File: config.mk
export PLATFORM = sky130hd
export DESIGN_NAME = cpu_fetch_decode_execute
export DESIGN_NICKNAME = d
export VERILOG_FILES = /design/src/rtl/cpu_pkg.sv /design/src/rtl/cpu_alu.sv /design/src/rtl/cpu_fetch_decode_execute.sv
export SDC_FILE = /design/constraint.sdc
export NUM_CORES = 2
export LEC_CHECK = 0
export CORE_ASPECT_RATIO = 0.8
export CORE_MARGIN = 2
export CORE_UTILIZATION = 42
export DETAILED_ROUTE_END_ITERATION = 10
export GPL_TIMING_DRIVEN = 0
export PLACE_DENSITY = 0.58
export SYNTH_ARGS = -nofsm -noshare
export SYNTH_HDL_FRONTEND = slang
export SYNTH_SLANG_ARGS = --single-unit
File: constraint.sdc
create_clock -name clk_i -period 4.45 [get_ports clk_i]
set_input_delay 0.6675 -clock clk_i [delete_from_list [all_inputs] [get_ports clk_i]]
set_output_delay 0.6675 -clock clk_i [all_outputs]
set_load 0.02 [all_outputs]
File: src/rtl/cpu_pkg.sv
// Shared opcodes, widths and execute-stage operation encoding for the
// three-stage fetch/decode/execute core.
package cpu_pkg;

    localparam int unsigned REG_W  = 4;
    localparam int unsigned DATA_W = 32;

    localparam logic [7:0] OP_LDI  = 8'h01;
    localparam logic [7:0] OP_MOV  = 8'h02;
    localparam logic [7:0] OP_ADD  = 8'h05;
    localparam logic [7:0] OP_NOP  = 8'h0f;
    localparam logic [7:0] OP_AND  = 8'h26;
    localparam logic [7:0] OP_LSHR = 8'h27;
    localparam logic [7:0] OP_ASHL = 8'h28;
    localparam logic [7:0] OP_SUB  = 8'h29;
    localparam logic [7:0] OP_NEG  = 8'h2a;
    localparam logic [7:0] OP_OR   = 8'h2b;
    localparam logic [7:0] OP_NOT  = 8'h2c;
    localparam logic [7:0] OP_ASHR = 8'h2d;
    localparam logic [7:0] OP_XOR  = 8'h2e;
    localparam logic [7:0] OP_MUL  = 8'h2f;

    typedef enum logic [5:0] {
        DX_NOP, DX_LDI, DX_MOV, DX_ADD, DX_AND, DX_LSHR, DX_ASHL,
        DX_SUB, DX_NEG, DX_OR, DX_NOT, DX_ASHR, DX_XOR, DX_MUL
    } dx_op_t;

endpackage

File: src/rtl/cpu_alu.sv
// Combinational execute-stage ALU; all arithmetic wraps at 32 bits.
module cpu_alu
    import cpu_pkg::*;
(
    input  dx_op_t              op,
    input  logic [DATA_W-1:0]   a,
    input  logic [DATA_W-1:0]   b,
    input  logic [DATA_W-1:0]   imm,
    output logic [DATA_W-1:0]   result
);

    always_comb begin
        result = '0;
        unique case (op)
            DX_LDI:  result = imm;
            DX_MOV:  result = b;
            DX_ADD:  result = a + b;
            DX_AND:  result = a & b;
            DX_LSHR: result = a >> b[4:0];
            DX_ASHL: result = a << b[4:0];
            DX_SUB:  result = a - b;
            DX_NEG:  result = -b;
            DX_OR:   result = a | b;
            DX_NOT:  result = ~b;
            DX_ASHR: result = $signed(a) >>> b[4:0];
            DX_XOR:  result = a ^ b;
            DX_MUL:  result = a * b;
            default: result = '0;
        endcase
    end

endmodule

File: src/rtl/cpu_fetch_decode_execute.sv
// Three-stage in-order Moxie integer core with RAW hazard stalling against
// an external, registered-read, non-write-through register file.
module cpu_fetch_decode_execute
    import cpu_pkg::*;
#(
    parameter logic [31:0] RESET_PC = 32'h0000_0000
)
(
    input  logic        clk_i,
    input  logic        rst_i,
    output logic [31:0] imem_addr_o,
    input  logic [47:0] imem_data_i,
    output logic        rf_re_o,
    output logic [3:0]  rf_idx1_o,
    output logic [3:0]  rf_idx2_o,
    input  logic [31:0] rf_val1_i,
    input  logic [31:0] rf_val2_i,
    output logic        rf_we_o,
    output logic [3:0]  rf_widx_o,
    output logic [31:0] rf_wdata_o,
    output logic        stall_o,
    output logic        illegal_o
);

    logic [31:0]       pc;
    logic              fd_valid;
    logic [15:0]       fd_opcode;
    logic [31:0]       fd_operand;

    dx_op_t            dx_op;
    logic              dx_we;
    logic [REG_W-1:0]  dx_widx;
    logic [DATA_W-1:0] dx_imm;

    dx_op_t            dec_op;
    logic              use1;
    logic              use2;
    logic              legal;
    logic [REG_W-1:0]  idx_a;
    logic [REG_W-1:0]  idx_b;
    logic              hit_a;
    logic              hit_b;
    logic              stall;
    logic              long_insn;
    logic [DATA_W-1:0] alu_result;

    assign idx_a       = fd_opcode[7:4];
    assign idx_b       = fd_opcode[3:0];
    assign long_insn   = (imem_data_i[47:40] == OP_LDI);
    assign imem_addr_o = pc;
    assign rf_idx1_o   = idx_a;
    assign rf_idx2_o   = idx_b;
    assign rf_re_o     = fd_valid & (use1 | use2);

    always_comb begin
        dec_op = DX_NOP;
        use1   = 1'b0;
        use2   = 1'b0;
        legal  = 1'b1;
        case (fd_opcode[15:8])
            OP_LDI:  dec_op = DX_LDI;
            OP_MOV:  begin dec_op = DX_MOV;  use2 = 1'b1; end
            OP_ADD:  begin dec_op = DX_ADD;  use1 = 1'b1; use2 = 1'b1; end
            OP_NOP:  dec_op = DX_NOP;
            OP_AND:  begin dec_op = DX_AND;  use1 = 1'b1; use2 = 1'b1; end
            OP_LSHR: begin dec_op = DX_LSHR; use1 = 1'b1; use2 = 1'b1; end
            OP_ASHL: begin dec_op = DX_ASHL; use1 = 1'b1; use2 = 1'b1; end
            OP_SUB:  begin dec_op = DX_SUB;  use1 = 1'b1; use2 = 1'b1; end
            OP_NEG:  begin dec_op = DX_NEG;  use2 = 1'b1; end
            OP_OR:   begin dec_op = DX_OR;   use1 = 1'b1; use2 = 1'b1; end
            OP_NOT:  begin dec_op = DX_NOT;  use2 = 1'b1; end
            OP_ASHR: begin dec_op = DX_ASHR; use1 = 1'b1; use2 = 1'b1; end
            OP_XOR:  begin dec_op = DX_XOR;  use1 = 1'b1; use2 = 1'b1; end
            OP_MUL:  begin dec_op = DX_MUL;  use1 = 1'b1; use2 = 1'b1; end
            default: legal = 1'b0;
        endcase
    end

    // Both the D/X slot and the execute output are still unwritten when the
    // read is issued, since the register file does not forward writes.
    assign hit_a   = (dx_we & (dx_widx == idx_a)) | (rf_we_o & (rf_widx_o == idx_a));
    assign hit_b   = (dx_we & (dx_widx == idx_b)) | (rf_we_o & (rf_widx_o == idx_b));
    assign stall   = fd_valid & ((use1 & hit_a) | (use2 & hit_b));
    assign stall_o = stall;

    always_ff @(posedge clk_i or negedge rst_i) begin
        if (!rst_i) begin
            pc         <= RESET_PC;
            fd_valid   <= 1'b0;
            fd_opcode  <= '0;
            fd_operand <= '0;
        end else if (!stall) begin
            pc         <= pc + (long_insn ? 32'd6 : 32'd2);
            fd_valid   <= 1'b1;
            fd_opcode  <= imem_data_i[47:32];
            fd_operand <= long_insn ? imem_data_i[31:0] : '0;
        end
    end

    always_ff @(posedge clk_i or negedge rst_i) begin
        if (!rst_i) begin
            dx_op     <= DX_NOP;
            dx_we     <= 1'b0;
            dx_widx   <= '0;
            dx_imm    <= '0;
            illegal_o <= 1'b0;
        end else if (stall || !fd_valid) begin
            dx_op     <= DX_NOP;
            dx_we     <= 1'b0;
            dx_widx   <= '0;
            dx_imm    <= '0;
            illegal_o <= 1'b0;
        end else begin
            dx_op     <= dec_op;
            dx_we     <= (dec_op != DX_NOP);
            dx_widx   <= idx_a;
            dx_imm    <= fd_operand;
            illegal_o <= ~legal;
        end
    end

    cpu_alu u_alu (
        .op     (dx_op),
        .a      (rf_val1_i),
        .b      (rf_val2_i),
        .imm    (dx_imm),
        .result (alu_result)
    );

    always_ff @(posedge clk_i or negedge rst_i) begin
        if (!rst_i) begin
            rf_we_o    <= 1'b0;
            rf_widx_o  <= '0;
            rf_wdata_o <= '0;
        end else begin
            rf_we_o    <= dx_we;
            rf_widx_o  <= dx_widx;
            rf_wdata_o <= alu_result;
        end
    end

endmodule

==> results by stage <==
STA:
- Setup violations remaining at the end of the flow were counted as 27.
- Based on the critical path, the design can be clocked at up to 0.135 GHz.
- For the finished layout, the period the worst path requires is 7390 ps.
- Setup repair after global routing could not meet its margin everywhere.
- Between clock sinks in the finished design, the worst skew comes to 11.9 ps.
- The slew of the pin with the lowest slew margin is 1530 ps.
- The remaining max-slew budget at the tightest pin is -2.17%.
- The number of max-slew violations in the final report is 11.
- The final worst-path setup slack is -2940 ps.
- The hold violation total from the final report is 0.
- The worst path uses 166% of the clock period.

Clocking:
- For this design, the CTS-stage hold fixing added 0 buffers.
- For the worst-skew pair, the clock arrives at the later sink with an insertion delay of 440 ps.
- The sink count of the clock tree is 159.
- The H-tree was split into 4 levels.
- The TritonCTS clock tree is yes.
- The clock passes through at most 2 buffers.
- The clock tree root buffer cell is sky130_fd_sc_hd__clkbuf_16.
- After clock tree synthesis, the clock-pin slew on the worst setup and hold paths is 70 ps.
- The number of clock buffers added by TritonCTS is 17.

Logic synthesis:
- By area, the combinational part of the netlist is dominated by adder cells.
- The share of synthesized area in the top cell type comes to 27.5%.
- The synthesis-stage register bit count is 159.
- The largest area contributor in the netlist is sky130_fd_sc_hd__fa_1.
- Dividing the synthesized area by the synthesized cell count gives 8.26 µm².
- The instance count of the mapped netlist is 3623.
- The mux share of post-synthesis cell area is 4.76%.
- The synthesized net count is 4368.
- The unique cell type count in the Yosys netlist is 83.
- The number of synthesized flops with an enable pin is 0.
- The parity-gate share of the synthesized area counting xor and xnor cells is 4.95%.
- The flip-flop cell with the highest count after synthesis is sky130_fd_sc_hd__dfrtp_1.
- The area share of fa/ha/maj cells after synthesis is 36.7%.
- During synthesis, Yosys emitted a total of 0 warnings.
- Summing the areas of all compound-gate instances in the mapped netlist gives 14.0% of the synthesized area.
- The simple logic cell fraction of the synthesized area is 17.5%.
- In the post-synthesis netlist, the biggest area contributors are sky130_fd_sc_hd__fa_1 (28%), sky130_fd_sc_hd__dfrtp_1 (13%), sky130_fd_sc_hd__ha_1 (9.2%).
- For this run, the register share of the synthesized area comes to 13.3%.
- The synthesized cell area is 29900 µm².
- In the synthesized netlist the async set-or-reset flop fraction comes to 100%.

Global route:
- The global-route usage over all layers is 44.7%.
- The initial antenna violation count is 7.
- The via count of the first global-routing pass is 29.7k.
- Entering global routing, the biggest net connects 118 pins.
- The remaining global-route overflow is 0.
- The wire length of the first global-routing pass is 228000 µm.

Critical path:
- The logic depth of the worst register-to-register path is 14.
- STA classifies the critical path endpoint as a flip-flop.
- The worst setup path is of the in2reg kind.
- The setup slack of the most critical reg-to-reg path is -1020 ps.
- The worst setup path is launched from a primary input.
- Data arrives at the worst endpoint at 7660 ps.
- The required arrival time at the worst endpoint is 4720 ps.
- In this run the critical register-to-register path is launched from dx_op[0]$_DFF_PN0_.
- The endpoint of the worst register-to-register path is rf_wdata_o[28]$_DFF_PN0_.
- The largest fanout on the critical path is 7.

Final layout:
- The final-layout fill cell count is 6494.
- The number of nets at the end of the flow is 4768.
- The area of the multi-input gates is 25100 µm².
- In the final layout, the share of cells above drive strength 1 is 19.7%.
- Across the whole layout, storage elements account for 3980 µm².
- From synthesis to final layout, the design area changed by 30.6%.

Routing:
- In this run the remaining antenna-violating nets after routing total 0.
- The number of vias after detailed routing is 30.8k.
- The count of TritonRoute iterations in the first routing pass is 7.
- The overall routed net length is 166000 µm.
- The post-detailed-route via-to-cell ratio is 6.18.
- After detailed routing, the number of remaining DRC violations is 0.
- After the first detailed-routing iteration, the DRC count stood at 4564.
- The average wire per standard cell is 33.3 µm.

Run status:
- The flow ran to the end, but the final reports show violations.
- The checks that failed: capacitance limit, slew limit, setup timing.

Placed design:
- The number of buffers added on ports is 192.
- The worst setup slack after placement is -5710 ps.
- The congestion estimate from routability-driven global placement came to 1.16.
- Detailed placement ended at an HPWL of 129000 µm.

Worst hold path:
- The path category of the worst min-delay check is in2async.

Floorplan:
- The core region is 70500 µm².
- The effective utilization at floorplan is 42.4%.
- The die height is 243 µm.
- The die covers 73400 µm².
- Row generation in the floorplan step produced 87 rows.
- The die span in x is 302 µm.
- The count of boundary I/O pins is 194.

Run:
- Max-cap violations in this run came to 1.
[cells in the final DEF (no fill, tap or decap), types with 14 or more instances in the layout]
| master | n |
|---|---|
| sky130_fd_sc_hd__clkbuf_16 | 54 |
| sky130_fd_sc_hd__a21o_1 | 36 |
| sky130_fd_sc_hd__o211ai_1 | 28 |
| sky130_fd_sc_hd__nor3_1 | 40 |
| sky130_fd_sc_hd__clkbuf_1 | 71 |
| sky130_fd_sc_hd__nand3_1 | 45 |
| sky130_fd_sc_hd__o21ai_0 | 176 |
| sky130_fd_sc_hd__inv_1 | 404 |
| sky130_fd_sc_hd__xor2_1 | 41 |
| sky130_fd_sc_hd__nor2b_1 | 17 |
| sky130_fd_sc_hd__clkdlybuf4s50_1 | 137 |
| sky130_fd_sc_hd__buf_4 | 168 |
| sky130_fd_sc_hd__a22oi_1 | 25 |
| sky130_fd_sc_hd__buf_6 | 57 |
| sky130_fd_sc_hd__and2_1 | 46 |
| sky130_fd_sc_hd__a21oi_1 | 130 |
| sky130_fd_sc_hd__nand2_1 | 429 |
| sky130_fd_sc_hd__a211o_1 | 20 |
| sky130_fd_sc_hd__ha_4 | 40 |
| sky130_fd_sc_hd__fa_2 | 44 |
| sky130_fd_sc_hd__a211oi_1 | 18 |
| sky130_fd_sc_hd__mux2i_1 | 59 |
| sky130_fd_sc_hd__mux4_2 | 25 |
| sky130_fd_sc_hd__inv_2 | 14 |
| sky130_fd_sc_hd__nor2_1 | 427 |
| sky130_fd_sc_hd__buf_12 | 35 |
| sky130_fd_sc_hd__nand4_1 | 21 |
| sky130_fd_sc_hd__xnor2_1 | 107 |
| sky130_fd_sc_hd__buf_8 | 28 |
| sky130_fd_sc_hd__nor2_4 | 31 |
| sky130_fd_sc_hd__dfrtp_1 | 159 |
| sky130_fd_sc_hd__clkbuf_8 | 15 |
| sky130_fd_sc_hd__clkinvlp_4 | 34 |
| sky130_fd_sc_hd__ha_1 | 172 |
| sky130_fd_sc_hd__o21a_1 | 15 |
| sky130_fd_sc_hd__mux2_2 | 23 |
| sky130_fd_sc_hd__nor2_2 | 53 |
| sky130_fd_sc_hd__a221oi_1 | 27 |
| sky130_fd_sc_hd__nand2b_1 | 32 |
| sky130_fd_sc_hd__fa_1 | 367 |
[final cells by class]
class / instances / area share (%)
multi-input cells: 2774 / 64.2
flip-flops and latches: 159 / 10.2
repair buffers: 400 / 10.0
plain buffers: 205 / 5.89
inverters: 465 / 5.10
well taps: 934 / 2.99
clock buffers: 17 / 1.09
clock inverters: 15 / 0.448
diodes: 4 / 0.0256
repair inverters: 1 / 0.0224
[stage by stage]
| stage | area (µm²) | util (%) | setup TNS [ps] | instances | hold slack [ps] |
|---|---|---|---|---|---|
| floorplan | 30400 | - | -50040 | 3623 | 372 |
| global placement | 33500 | 47.5 | -737700 | 4749 | 421 |
| detailed placement | 33500 | 47.5 | -135120 | 4751 | 427 |
| CTS | 38100 | 54.0 | -53710 | 4924 | 110 |
| global route | 39100 | 55.4 | -58170 | 4971 | 122 |
| finish | 39100 | 55.4 | -55820 | 4974 | 108 |
[flip-flops by register name, indices dropped and copies added, names as in the netlist]
name and count:
fd_operand 32, dx_imm 32, dx_op 4, rf_wdata_o 32, illegal_o 1, rf_widx_o 4
dx_we 1, fd_valid 1, dx_widx 4, imem_addr_o 31, fd_opcode 16, rf_we_o 1
[repair_timing]
item / CTS / global route
cloned: 1 / 1
gates resized for setup: 891 / 205
hold endpoints to repair: 0 / 0
endpoints found under the setup margin: 33 / 31
pin swaps: 141 / 97
setup buffers: 153 / 55
[worst max-delay path, cell delays in order]
cell                         delay (ps)
sky130_fd_sc_hd__buf_8              110
sky130_fd_sc_hd__clkbuf_16          160
sky130_fd_sc_hd__clkinvlp_4         150
sky130_fd_sc_hd__buf_12             140
sky130_fd_sc_hd__buf_8              150
sky130_fd_sc_hd__nor2_2              60
sky130_fd_sc_hd__fa_1               490
sky130_fd_sc_hd__inv_1               50
sky130_fd_sc_hd__fa_1               390
sky130_fd_sc_hd__fa_2               520
sky130_fd_sc_hd__fa_1               560
sky130_fd_sc_hd__inv_2               40
sky130_fd_sc_hd__fa_1               550
sky130_fd_sc_hd__ha_4               220
sky130_fd_sc_hd__fa_1               490
sky130_fd_sc_hd__fa_1               560
sky130_fd_sc_hd__ha_4               230
sky130_fd_sc_hd__a2111oi_4          360
sky130_fd_sc_hd__a31oi_1            150
sky130_fd_sc_hd__a21oi_2            190
sky130_fd_sc_hd__o211ai_1           100
sky130_fd_sc_hd__buf_4              180
sky130_fd_sc_hd__buf_6              130
sky130_fd_sc_hd__a21oi_4            230
sky130_fd_sc_hd__o21ai_2            120
sky130_fd_sc_hd__xor2_2             240
sky130_fd_sc_hd__a221oi_2           280
sky130_fd_sc_hd__o31ai_2            120
[kinds of logic (layout without fill, tap and decap cells)]
| logic type | after synthesis | count (layout) |
|---|---|---|
| adder cells (fa/ha/maj) | 631 | 631 |
| multiplexers | 108 | 108 |
| other | 2 | 6 |
| XOR/XNOR | 169 | 169 |
| flip-flops | 159 | 159 |
| AND/OR/NAND/NOR | 1222 | 1222 |
| AO/OA/AOI/OAI | 642 | 642 |
| buffers and inverters | 690 | 1103 |
[worst max-delay path by stage]
| stage | end | slack, ps | start |
|---|---|---|---|
| after global placement | rf_wdata_o[31]$_DFF_PN0_ | -5760 | rf_val1_i[0] |
| after CTS | rf_wdata_o[30]$_DFF_PN0_ | -2860 | rf_val2_i[4] |
| after detailed placement | rf_wdata_o[25]$_DFF_PN0_ | -5710 | rf_val2_i[0] |
| after global routing | rf_wdata_o[29]$_DFF_PN0_ | -3080 | rf_val2_i[13] |
| final | rf_wdata_o[29]$_DFF_PN0_ | -2940 | rf_val1_i[12] |
| after floorplan | rf_wdata_o[30]$_DFF_PN0_ | -2640 | rf_val2_i[3] |
[synthesized netlist by cell type (23+ instances only)]
library cell,number
sky130_fd_sc_hd__nor2_1,511
sky130_fd_sc_hd__mux4_2,25
sky130_fd_sc_hd__a221oi_1,35
sky130_fd_sc_hd__nand3_1,47
sky130_fd_sc_hd__a22oi_1,25
sky130_fd_sc_hd__buf_1,41
sky130_fd_sc_hd__nand2b_1,33
sky130_fd_sc_hd__xnor2_1,118
sky130_fd_sc_hd__nor3_1,46
sky130_fd_sc_hd__a21oi_1,139
sky130_fd_sc_hd__and2_1,46
sky130_fd_sc_hd__fa_1,411
sky130_fd_sc_hd__mux2i_1,60
sky130_fd_sc_hd__inv_1,454
sky130_fd_sc_hd__mux2_2,23
sky130_fd_sc_hd__a21o_1,37
sky130_fd_sc_hd__xor2_1,51
sky130_fd_sc_hd__dfrtp_1,159
sky130_fd_sc_hd__o21ai_0,191
sky130_fd_sc_hd__nand2_1,434
sky130_fd_sc_hd__clkbuf_1,165
sky130_fd_sc_hd__o211ai_1,28
sky130_fd_sc_hd__ha_1,220
[metal layers]
metal / track usage, % / vias up / routed length (µm)
li1: - / 12660 / -
met1: 62.7 / 15312 / 67400
met2: 55.7 / 2352 / 60600
met3: 23.4 / 433 / 28300
met4: 19.8 / 4 / 9370
met5: 0.992 / - / 112
Power is left out: the tool's default activity adds up to more than one toggle a clock period on the data nets, which glitch-free logic cannot reach.
